--- src/rtl/icache_pkg.sv ---
// Shared types and width helpers for the direct-mapped instruction cache.
package icache_pkg;

   // Controller states: serving hits, or refilling one line.
   typedef enum logic {
      IDLE = 1'b0,
      FILL = 1'b1
   } state_t;

   // Instruction returned whenever there is no hit.
   localparam logic [31:0] NOP = 32'h0;

   // Width helpers, usable in constant expressions of the cache modules.
   function automatic int unsigned off_w(input int unsigned words_per_line);
      return $clog2(words_per_line);
   endfunction

   function automatic int unsigned idx_w(input int unsigned lines);
      return $clog2(lines);
   endfunction

   function automatic int unsigned tag_w(input int unsigned lines,
                                         input int unsigned words_per_line);
      return 32 - off_w(words_per_line) - idx_w(lines) - 2;
   endfunction

   // Widths for the default geometry (32 lines x 4 words).
   localparam int unsigned DEF_LINES          = 32;
   localparam int unsigned DEF_WORDS_PER_LINE = 4;
   localparam int unsigned OFF_W = off_w(DEF_WORDS_PER_LINE);
   localparam int unsigned IDX_W = idx_w(DEF_LINES);
   localparam int unsigned TAG_W = tag_w(DEF_LINES, DEF_WORDS_PER_LINE);

endpackage

--- src/rtl/icache_direct_if.sv ---
// Refill bus between the instruction cache and main memory.
interface icache_direct_if;

   logic        mem_req;
   logic [31:0] mem_addr;
   logic        mem_valid;
   logic [31:0] mem_rdata;

   // Cache side issues the request and consumes refill beats.
   modport master (
      output mem_req,
      output mem_addr,
      input  mem_valid,
      input  mem_rdata
   );

   // Memory side answers the request with one word per valid beat.
   modport slave (
      input  mem_req,
      input  mem_addr,
      output mem_valid,
      output mem_rdata
   );

endinterface

--- src/rtl/icache_line_store.sv ---
// Data, tag and valid storage: asynchronous read, single write port, bulk clear.
module icache_line_store
   import icache_pkg::*;
#(
   parameter  int unsigned LINES          = 32,
   parameter  int unsigned WORDS_PER_LINE = 4,
   localparam int unsigned OFF            = off_w(WORDS_PER_LINE),
   localparam int unsigned IDX            = idx_w(LINES),
   localparam int unsigned TAG            = tag_w(LINES, WORDS_PER_LINE)
) (
   input  logic            clk,
   input  logic            reset,
   input  logic [IDX-1:0]  rd_idx,
   input  logic [OFF-1:0]  rd_off,
   input  logic [TAG-1:0]  rd_tag,
   output logic [31:0]     rd_data,
   output logic            rd_match,
   input  logic            wr_en,
   input  logic [IDX-1:0]  wr_idx,
   input  logic [OFF-1:0]  wr_off,
   input  logic [31:0]     wr_data,
   input  logic            tag_wr,
   input  logic [TAG-1:0]  wr_tag,
   input  logic            wr_valid,
   input  logic            clr_all
);

   logic [31:0]    data_q [LINES][WORDS_PER_LINE];
   logic [TAG-1:0] tag_q  [LINES];
   logic [LINES-1:0] valid_q;

   assign rd_data  = data_q[rd_idx][rd_off];
   assign rd_match = valid_q[rd_idx] && (tag_q[rd_idx] == rd_tag);

   // Refill word write; data carries no reset since valid gates its use.
   always_ff @(posedge clk) begin
      if (wr_en) begin
         data_q[wr_idx][wr_off] <= wr_data;
      end
   end

   // Tag write on the final refill beat.
   always_ff @(posedge clk) begin
      if (tag_wr) begin
         tag_q[wr_idx] <= wr_tag;
      end
   end

   // Valid bits: reset and invalidate clear all, the final beat sets one.
   always_ff @(posedge clk) begin
      if (reset) begin
         valid_q <= '0;
      end else if (clr_all) begin
         valid_q <= '0;
      end else if (tag_wr) begin
         valid_q[wr_idx] <= wr_valid;
      end
   end

endmodule

--- src/rtl/icache_direct.sv ---
// Direct-mapped read-only instruction cache with stall-on-miss line refill.
module icache_direct
   import icache_pkg::*;
#(
   parameter int unsigned LINES          = 32,
   parameter int unsigned WORDS_PER_LINE = 4
) (
   input  logic                 clk,
   input  logic                 reset,
   input  logic [31:0]          pc,
   input  logic                 inv,
   output logic [31:0]          instr,
   output logic                 hit,
   output logic                 stall,
   output logic [31:0]          miss_count,
   icache_direct_if.master      mem
);

   localparam int unsigned OFF    = off_w(WORDS_PER_LINE);
   localparam int unsigned IDX    = idx_w(LINES);
   localparam int unsigned TAG    = tag_w(LINES, WORDS_PER_LINE);
   localparam int unsigned LINE_W = 30 - OFF;

   state_t              state_q, state_d;
   logic [OFF-1:0]      beat_q;
   logic [LINE_W-1:0]   line_q;
   logic                inv_seen_q;
   logic [31:0]         miss_q;

   logic [OFF-1:0]      pc_off;
   logic [IDX-1:0]      pc_idx;
   logic [TAG-1:0]      pc_tag;
   logic [31:0]         rd_data;
   logic                rd_match;
   logic                wr_en;
   logic                tag_wr;
   logic                start_miss;
   logic                last_beat;
   logic                unused_pc_bits;

   assign pc_off         = pc[OFF+1:2];
   assign pc_idx         = pc[OFF+IDX+1:OFF+2];
   assign pc_tag         = pc[31:OFF+IDX+2];
   assign unused_pc_bits = ^pc[1:0];
   assign last_beat      = (beat_q == '1);

   icache_line_store #(
      .LINES          (LINES),
      .WORDS_PER_LINE (WORDS_PER_LINE)
   ) u_store (
      .clk      (clk),
      .reset    (reset),
      .rd_idx   (pc_idx),
      .rd_off   (pc_off),
      .rd_tag   (pc_tag),
      .rd_data  (rd_data),
      .rd_match (rd_match),
      .wr_en    (wr_en),
      .wr_idx   (line_q[IDX-1:0]),
      .wr_off   (beat_q),
      .wr_data  (mem.mem_rdata),
      .tag_wr   (tag_wr),
      .wr_tag   (line_q[LINE_W-1:IDX]),
      .wr_valid (~(inv_seen_q | inv)),
      .clr_all  (inv)
   );

   // Next state, hit detection and refill bus drive.
   always_comb begin
      state_d      = state_q;
      hit          = 1'b0;
      start_miss   = 1'b0;
      wr_en        = 1'b0;
      tag_wr       = 1'b0;
      mem.mem_req  = 1'b0;
      mem.mem_addr = '0;
      case (state_q)
         IDLE: begin
            hit = rd_match;
            if (!rd_match) begin
               // Held off during reset so an aborted fill drops mem_req at once.
               start_miss   = ~reset;
               mem.mem_req  = ~reset;
               mem.mem_addr = {pc[31:OFF+2], {(OFF+2){1'b0}}};
               state_d      = FILL;
            end
         end
         FILL: begin
            mem.mem_req  = 1'b1;
            mem.mem_addr = {line_q, {(OFF+2){1'b0}}};
            if (mem.mem_valid) begin
               wr_en = 1'b1;
               if (last_beat) begin
                  tag_wr  = 1'b1;
                  state_d = IDLE;
               end
            end
         end
         default: state_d = IDLE;
      endcase
   end

   assign instr      = hit ? rd_data : NOP;
   assign stall      = ~hit;
   assign miss_count = miss_q;

   // State, beat counter, miss counter and invalidate-during-fill flag.
   always_ff @(posedge clk) begin
      if (reset) begin
         state_q    <= IDLE;
         beat_q     <= '0;
         miss_q     <= '0;
         inv_seen_q <= 1'b0;
      end else begin
         state_q <= state_d;
         if (start_miss) begin
            miss_q <= miss_q + 32'd1;
            beat_q <= '0;
         end else if (wr_en) begin
            beat_q <= beat_q + 1'b1;
         end
         if (state_q == FILL && state_d == IDLE) begin
            inv_seen_q <= 1'b0;
         end else if (state_q == FILL && inv) begin
            inv_seen_q <= 1'b1;
         end
      end
   end

   // Line address of the refill in flight.
   always_ff @(posedge clk) begin
      if (start_miss) begin
         line_q <= pc[31:OFF+2];
      end
   end

endmodule

--- src/flat_wrapper.sv ---
// flat-port wrapper written by rule: the top's interface ports become plain ports
module icache_direct_flat import icache_pkg::*;
#(
   parameter int unsigned LINES          = 32,
   parameter int unsigned WORDS_PER_LINE = 4
)
  (clk, reset, pc, inv, instr, hit, stall, miss_count, mem_mem_req, mem_mem_addr, mem_mem_valid, mem_mem_rdata);
  icache_direct_if mem_i ();
  input  logic clk;
  input  logic reset;
  input  logic [31:0] pc;
  input  logic inv;
  output logic [31:0] instr;
  output logic hit;
  output logic stall;
  output logic [31:0] miss_count;
  output wire logic [$bits(mem_i.mem_req)-1:0] mem_mem_req;
  output wire logic [$bits(mem_i.mem_addr)-1:0] mem_mem_addr;
  input wire logic [$bits(mem_i.mem_valid)-1:0] mem_mem_valid;
  input wire logic [$bits(mem_i.mem_rdata)-1:0] mem_mem_rdata;
  assign mem_mem_req = mem_i.mem_req;
  assign mem_mem_addr = mem_i.mem_addr;
  assign mem_i.mem_valid = mem_mem_valid;
  assign mem_i.mem_rdata = mem_mem_rdata;
  icache_direct #(.LINES(LINES), .WORDS_PER_LINE(WORDS_PER_LINE)) u_core (.clk(clk), .reset(reset), .pc(pc), .inv(inv), .instr(instr), .hit(hit), .stall(stall), .miss_count(miss_count), .mem(mem_i));
endmodule
--- config.mk ---
export PLATFORM = sky130hd
export DESIGN_NAME = icache_direct_flat
export DESIGN_NICKNAME = d
export VERILOG_FILES = /design/src/rtl/icache_pkg.sv /design/src/rtl/icache_direct_if.sv /design/src/rtl/icache_line_store.sv /design/src/rtl/icache_direct.sv /design/src/flat_wrapper.sv
export SDC_FILE = /design/constraint.sdc
export NUM_CORES = 2
export LEC_CHECK = 0
export CORE_AREA = 5 5 742 744
export CTS_BUF_LIST = sky130_fd_sc_hd__clkbuf_4 sky130_fd_sc_hd__clkbuf_8
export DETAILED_ROUTE_END_ITERATION = 6
export DIE_AREA = 0 0 747 749
export PLACE_DENSITY = 0.58
export SETUP_SLACK_MARGIN = 0.1
export SKIP_LAST_GASP = 1
export SLEW_MARGIN = 15
export SYNTH_ARGS = -nofsm -noshare
export SYNTH_HDL_FRONTEND = slang
export SYNTH_MEMORY_MAX_BITS = 65536
export SYNTH_SLANG_ARGS = --single-unit
--- constraint.sdc ---
create_clock -name clk -period 9.8 [get_ports clk]
set_input_delay 2.94 -clock clk [delete_from_list [all_inputs] [get_ports clk]]
set_output_delay 2.94 -clock clk [all_outputs]
set_load 0.01 [all_outputs]
After elaboration in Yosys (flattened, before gate mapping)
Memory sizes are Yosys's and may differ from the RTL's.
Index checks and enable logic that the tools add are counted.
- bits in registers: 96
- RAM bits: 4832
- output and inout bits: 99
- word-level logic and storage cells: 64
- memories kept: 2
- memories (name ; words ; bits a word ; read ports ; clocked after Yosys merged registers in ; wr ports ; line ; text):
    u_core.u_store.data_q ; 32 ; 128 ; 1 ; 0 ; 1 ; icache_line_store.sv:28 ; logic [31:0] data_q [LINES][WORDS_PER_LINE];
    u_core.u_store.tag_q ; 32 ; 23 ; 1 ; 0 ; 1 ; icache_line_store.sv:29 ; logic [TAG-1:0] tag_q [LINES];
- add/subtract/negate cells: 2
- order comparisons: 6
- eq/ne operators: 2
- multiplexer cells: 30
- bitwise gates (word level): 8
- reductions and logical operators: 8
- operators by type and width (operator ; count):
    $mux 32 ; 5
    $mux 128 ; 1
    $bmux 32 s2 ; 1
    $demux 32 s2 ; 1
    $pmux 32 s2 ; 1
    $add 32x1->32 const B ; 1
    $bwmux 32 ; 1
    $eq 23x23->1 ; 1
    $mux 1 ; 16
    $lt 5x6->1 const B ; 2
    $ge 3x3->1 const B ; 2
    $not 2->3 ; 2
    $reduce_or 2->1 ; 3
    $bmux 1 s5 ; 1
    $demux 1 s5 ; 1
    $ge 5x1->1 const B ; 1
    $logic_and 1x1->1 ; 5
    $not 1->1 ; 5
    $pmux 1 s2 ; 2
    $lt 3x1->1 const B ; 1
    $add 2x1->2 const B ; 1
    $eq 2x2->1 const B ; 1
    $or 1x1->1 ; 1

Logic depth before layout (Yosys ltp)
- depth in word-level cells: 8
- gate-level depth with buffers: 18
- depth with buffers taken out: 10

By module
From an unflattened synthesis, not the netlist that was laid out.
- cell total of the unflattened synthesis: 7702
- area total of the unflattened synthesis: 188888.7 um^2
- modules (own cells, without submodules) (module ; times used ; cells an instance ; area each (um^2)):
    icache_line_store ; 1 ; 7385 ; 185780.7
    icache_direct ; 1 ; 317 ; 3108.0

Worst setup path before layout
OpenSTA, ideal clock, no wires.
- path kind: input to output
- start: in pc[5]
- end: out instr[10]
- arrival: 6.217 ns
- setup slack: 0.643 ns
- cell stages on the path: 15
- buffers on the path: 10
- path through: buf_4 buf_8 buf_6 buf_6 buf_6 buf_4 buf_4 buf_2 buf_2 buf_1 mux4_2 mux4_2 mux4_2 mux2i_1 nor2_1
- longest elaborated chain between the ends: 5
- RTL lines (what ; line ; text):
    start, declared ; flat_wrapper.sv:11 ; input logic [31:0] pc;
    $mem_v2 32x23, or another cell as far along ; - ;
    $eq 23x23->1, or another cell as far along ; icache_line_store.sv:33 ; assign rd_match = valid_q[rd_idx] && (tag_q[rd_idx] == rd_tag);
    $logic_and 1x1->1 or $mux 32 (tied branches) ; icache_line_store.sv:33, icache_line_store.sv:32 ;
    $mux 1 or $mux 32 (tied branches) ; icache_direct.sv:77, icache_line_store.sv:32 ;
    $mux 32 (*) ; icache_direct.sv:103 ; assign instr = hit ? rd_data : NOP;
    end, declared ; flat_wrapper.sv:13 ; output logic [31:0] instr;
Every way passes the cells marked *; elsewhere a longest branch is shown, timed or not. The select of a mux whose other input is x is not followed.

Final worst setup path
- start: in pc[4]
- end: out instr[10]
The elaborated chain is that of the path after synthesis.

==> results.json <==
{
  "wl_um": 534000,
  "fmax_ghz": 0.103,
  "io_buffers": 160,
  "grt_use_met1": 0.254,
  "track_usage": 0.185,
  "maxSlewHeadroom": 0.166,
  "cts_tree": "built",
  "synthesis.area_um2": 190000,
  "cts_buffers": 776,
  "worst_ir_drop_vdd_mv": 0.142,
  "die_w_um": 747,
  "first_pass_iters": 5,
  "rsz0062_at_grt": "yes",
  "worstReg2RegEnd": "u_core.miss_count[25]",
  "cts_sinks": 4928,
  "utilization": 0.408,
  "grt_start_max_net_pins": 112,
  "min_to": "u_core.u_store.valid_q[8]",
  "min_path_type": "reg -> reg",
  "worstHoldStart": "u_core.u_store.valid_q[8]",
  "pre_cts_ws_ns": -0.334,
  "drive_gt1_frac": 0.373,
  "holdPathStages": 2,
  "whs_ns": 0.474,
  "die_h_um": 749,
  "cts_buffer_depth": 4,
  "p_leak_uw": 0.0693,
  "dp_hpwl_um": 302000,
  "endpoint_kind": "output pin",
  "start_util": 0.349,
  "rr_startpoint": "u_core.u_store.tag_q[21][12]",
  "drt-initial-drc-count": 12100,
  "maxSlewViolCount": 0,
  "clkTransAtPathRegs_ns": 0.05,
  "power_frac_comb": 0.056,
  "synthFlopType": "edfxtp_1",
  "crit_required_ns": 6.86,
  "p_switching_uw": 9600,
  "antenna_found_initial": 44,
  "fin_crit_sh": 0.994,
  "rr_worst_depth": 14,
  "routedWlPerCell_um": 31.5,
  "switching_share": 0.226,
  "period_minus_slack_ns": 9.74,
  "synth_cell_type_count": 78,
  "final_nets": 9151,
  "worstMarginPinSlew_ns": 1.25,
  "grt_pass1_wl_um": 734000,
  "synthCells": 7917,
  "maxCapViolations": 0,
  "grt_most_used_layer": "met2",
  "hold_violations": 0,
  "critical-path-max-stage-delay_ns": 0.65,
  "cp.arrival_ns": 6.80,
  "drc": 0,
  "outcome": "complete, no violations",
  "crit_top_cell": "buf_16",
  "overflow": 0,
  "design.core.area_um2": 543000,
  "root_buffer": "clkbuf_8",
  "yosysMostFrequentCell": "edfxtp_1",
  "pin_count": 167,
  "ys_seq_area_frac": 0.777,
  "netlist_top_cells_count": "edfxtp_1, mux4_2, nor2_1",
  "vias": 93000,
  "h-tree-depth": 6,
  "path_cells": "buf_16 > buf_16 > buf_16 > buf_16 > bufbuf_16 > mux4_2 > mux4_2 > mux4_2 > mux2i_1 > buf_4 > nor2_1 > clkdlybuf4s50_1",
  "crit_type": "in -> out",
  "rows": 271,
  "drt.antenna.violating_nets": 0,
  "instances_no_fill": 16900,
  "report.final.setup_viol": 0,
  "intPower_uw": 32900,
  "post-place-cells": 15500,
  "synth_top_area_cell": "edfxtp_1",
  "grt_pass1_vias": 94600,
  "finClkSkew_ns": 0.170,
  "syn_avg_cell_area_um2": 23.9,
  "power_density_nw_per_um2": 192,
  "n_fill_cell": 47200,
  "synth-async-reset-ratio": 0,
  "use_met3": 0.0498,
  "synth_edf_count": 4860,
  "regToRegSetupSlack_ns": 5.62,
  "area_delta_synth_final_pct": 16.9,
  "setup_ws_ns": 0.0609,
  "synth_top_area_share": 0.770,
  "pwr-share-seq": 0.546,
  "vias_per_cell": 5.49,
  "yosys-top-cells-area": "edfxtp_1, mux4_2, mux2i_1",
  "die_area_um2": 560000,
  "clock_power_share": 0.398,
  "gp_congestion": 0.795,
  "synth_seq_cells": 4928,
  "crit_path_top_delay_cell": "mux4_2",
  "startpoint_type": "primary input",
  "crit_fanout": 10,
  "fin_setup_tns_ns": 0,
  "ys_warn_count": 0,
  "clkLatencyLatePin_ns": 1.32,
  "met2_usage": 0.293
}
-- worst max-delay path by stage --
stage,from,to,slack [ns],cells past startpoint
after floorplan,pc[5],instr[10],0.64,15
after global placement,pc[4],instr[29],-0.32,11
after detailed placement,pc[4],instr[29],-0.33,11
after CTS,pc[5],instr[3],0.04,14
after global routing,pc[5],instr[0],0.06,14
final,pc[4],instr[10],0.06,12
-- what timing repair did --
item,4_1_cts,5_1_grt
gates resized for setup,60,79
pin swaps,3,8
hold buffers,0,0
gates cloned,14,8
endpoints found under the setup margin,58,58
hold endpoints to repair,0,0
setup buffers,15,35
-- cell families after synthesis --
| kind of cell | Yosys count | synth area share |
|---|---|---|
| buf+inv | 453 | 0.0117 |
| other cells | 1 | 0.0000198 |
| compound gates | 239 | 0.00840 |
| xor+xnor | 29 | 0.00134 |
| mux | 1668 | 0.186 |
| simple gates | 594 | 0.0146 |
| fa+ha+maj | 5 | 0.000330 |
| flops | 4928 | 0.777 |
-- metrics by stage --
stage | total power, uW | instance area [um^2]
6_report | 42500 | 222000
3_3_place_gp | 25900 | 205000
3_5_place_dp | 25900 | 205000
2_1_floorplan | 24800 | 190000
5_1_grt | 43900 | 221000
4_1_cts | 42800 | 221000
-- power groups by stage --
| stage | combinational, uW | sequential, uW | clock, uW |
|---|---|---|---|
| floorplan | 1140 | 23600 | 0 |
| global placement | 2260 | 23600 | 0 |
| detailed placement | 2300 | 23600 | 0 |
| CTS | 2360 | 23200 | 17300 |
| global route | 2490 | 23200 | 18200 |
| finish | 2390 | 23200 | 16900 |
-- worst max-delay path, delay by kind of cell --
| kind | cells | cell delay, ns |
|---|---|---|
| mux | 4 | 1.96 |
| buf+inv | 7 | 1.71 |
| simple gates | 1 | 0.05 |
-- final cells by class --
type	count	area (um^2)	area share
inverter	11	53.8	0.000243
multi-input combinational	2539	41500	0.187
timing repair buffer	822	8660	0.0391
tap	7234	9050	0.0409
sequential	4928	147000	0.665
antenna	20	50.0	0.000226
clock inverter	347	2200	0.00992
clock buffer	1041	12700	0.0574
-- per-layer routing --
layer / routed length (um) / part of all wire
met3: 56200 / 0.11
met2: 252000 / 0.47
met5: 94 / 0.00018
met4: 12600 / 0.024
met1: 214000 / 0.40
-- sequential cells by signal, indices dropped and copies added, names as in the netlist --
signal and count:
u_core.miss_count 32, u_core.line_q 28, u_core.u_store.data_q 4096, u_core.state_q 1, u_core.u_store.valid_q 32, u_core.beat_q 2
u_core.inv_seen_q 1, u_core.u_store.tag_q 736
-- layout by cell type (no fill, tap or decap), types with 14 or more instances in the layout --
master	n
nor2b_1	27
clkdlybuf4s50_1	84
o21ai_1	26
mux4_2	1487
nor3_1	14
a21oi_1	46
mux2_2	18
mux2i_1	144
inv_12	21
edfxtp_1	4860
buf_6	20
or3_1	33
nor2_1	76
dfxtp_1	67
clkinv_1	203
clkinv_2	78
clkbuf_4	259
nor2_4	163
dlymetal6s2s_1	31
buf_4	546
diode_2	20
a22oi_1	32
clkbuf_8	782
nand2_1	147
o21ai_0	42
buf_12	76
o2111ai_1	16
nand4_1	14
buf_16	35
and3_1	15
nand3_1	25
(Power assumes the default switching activity.)
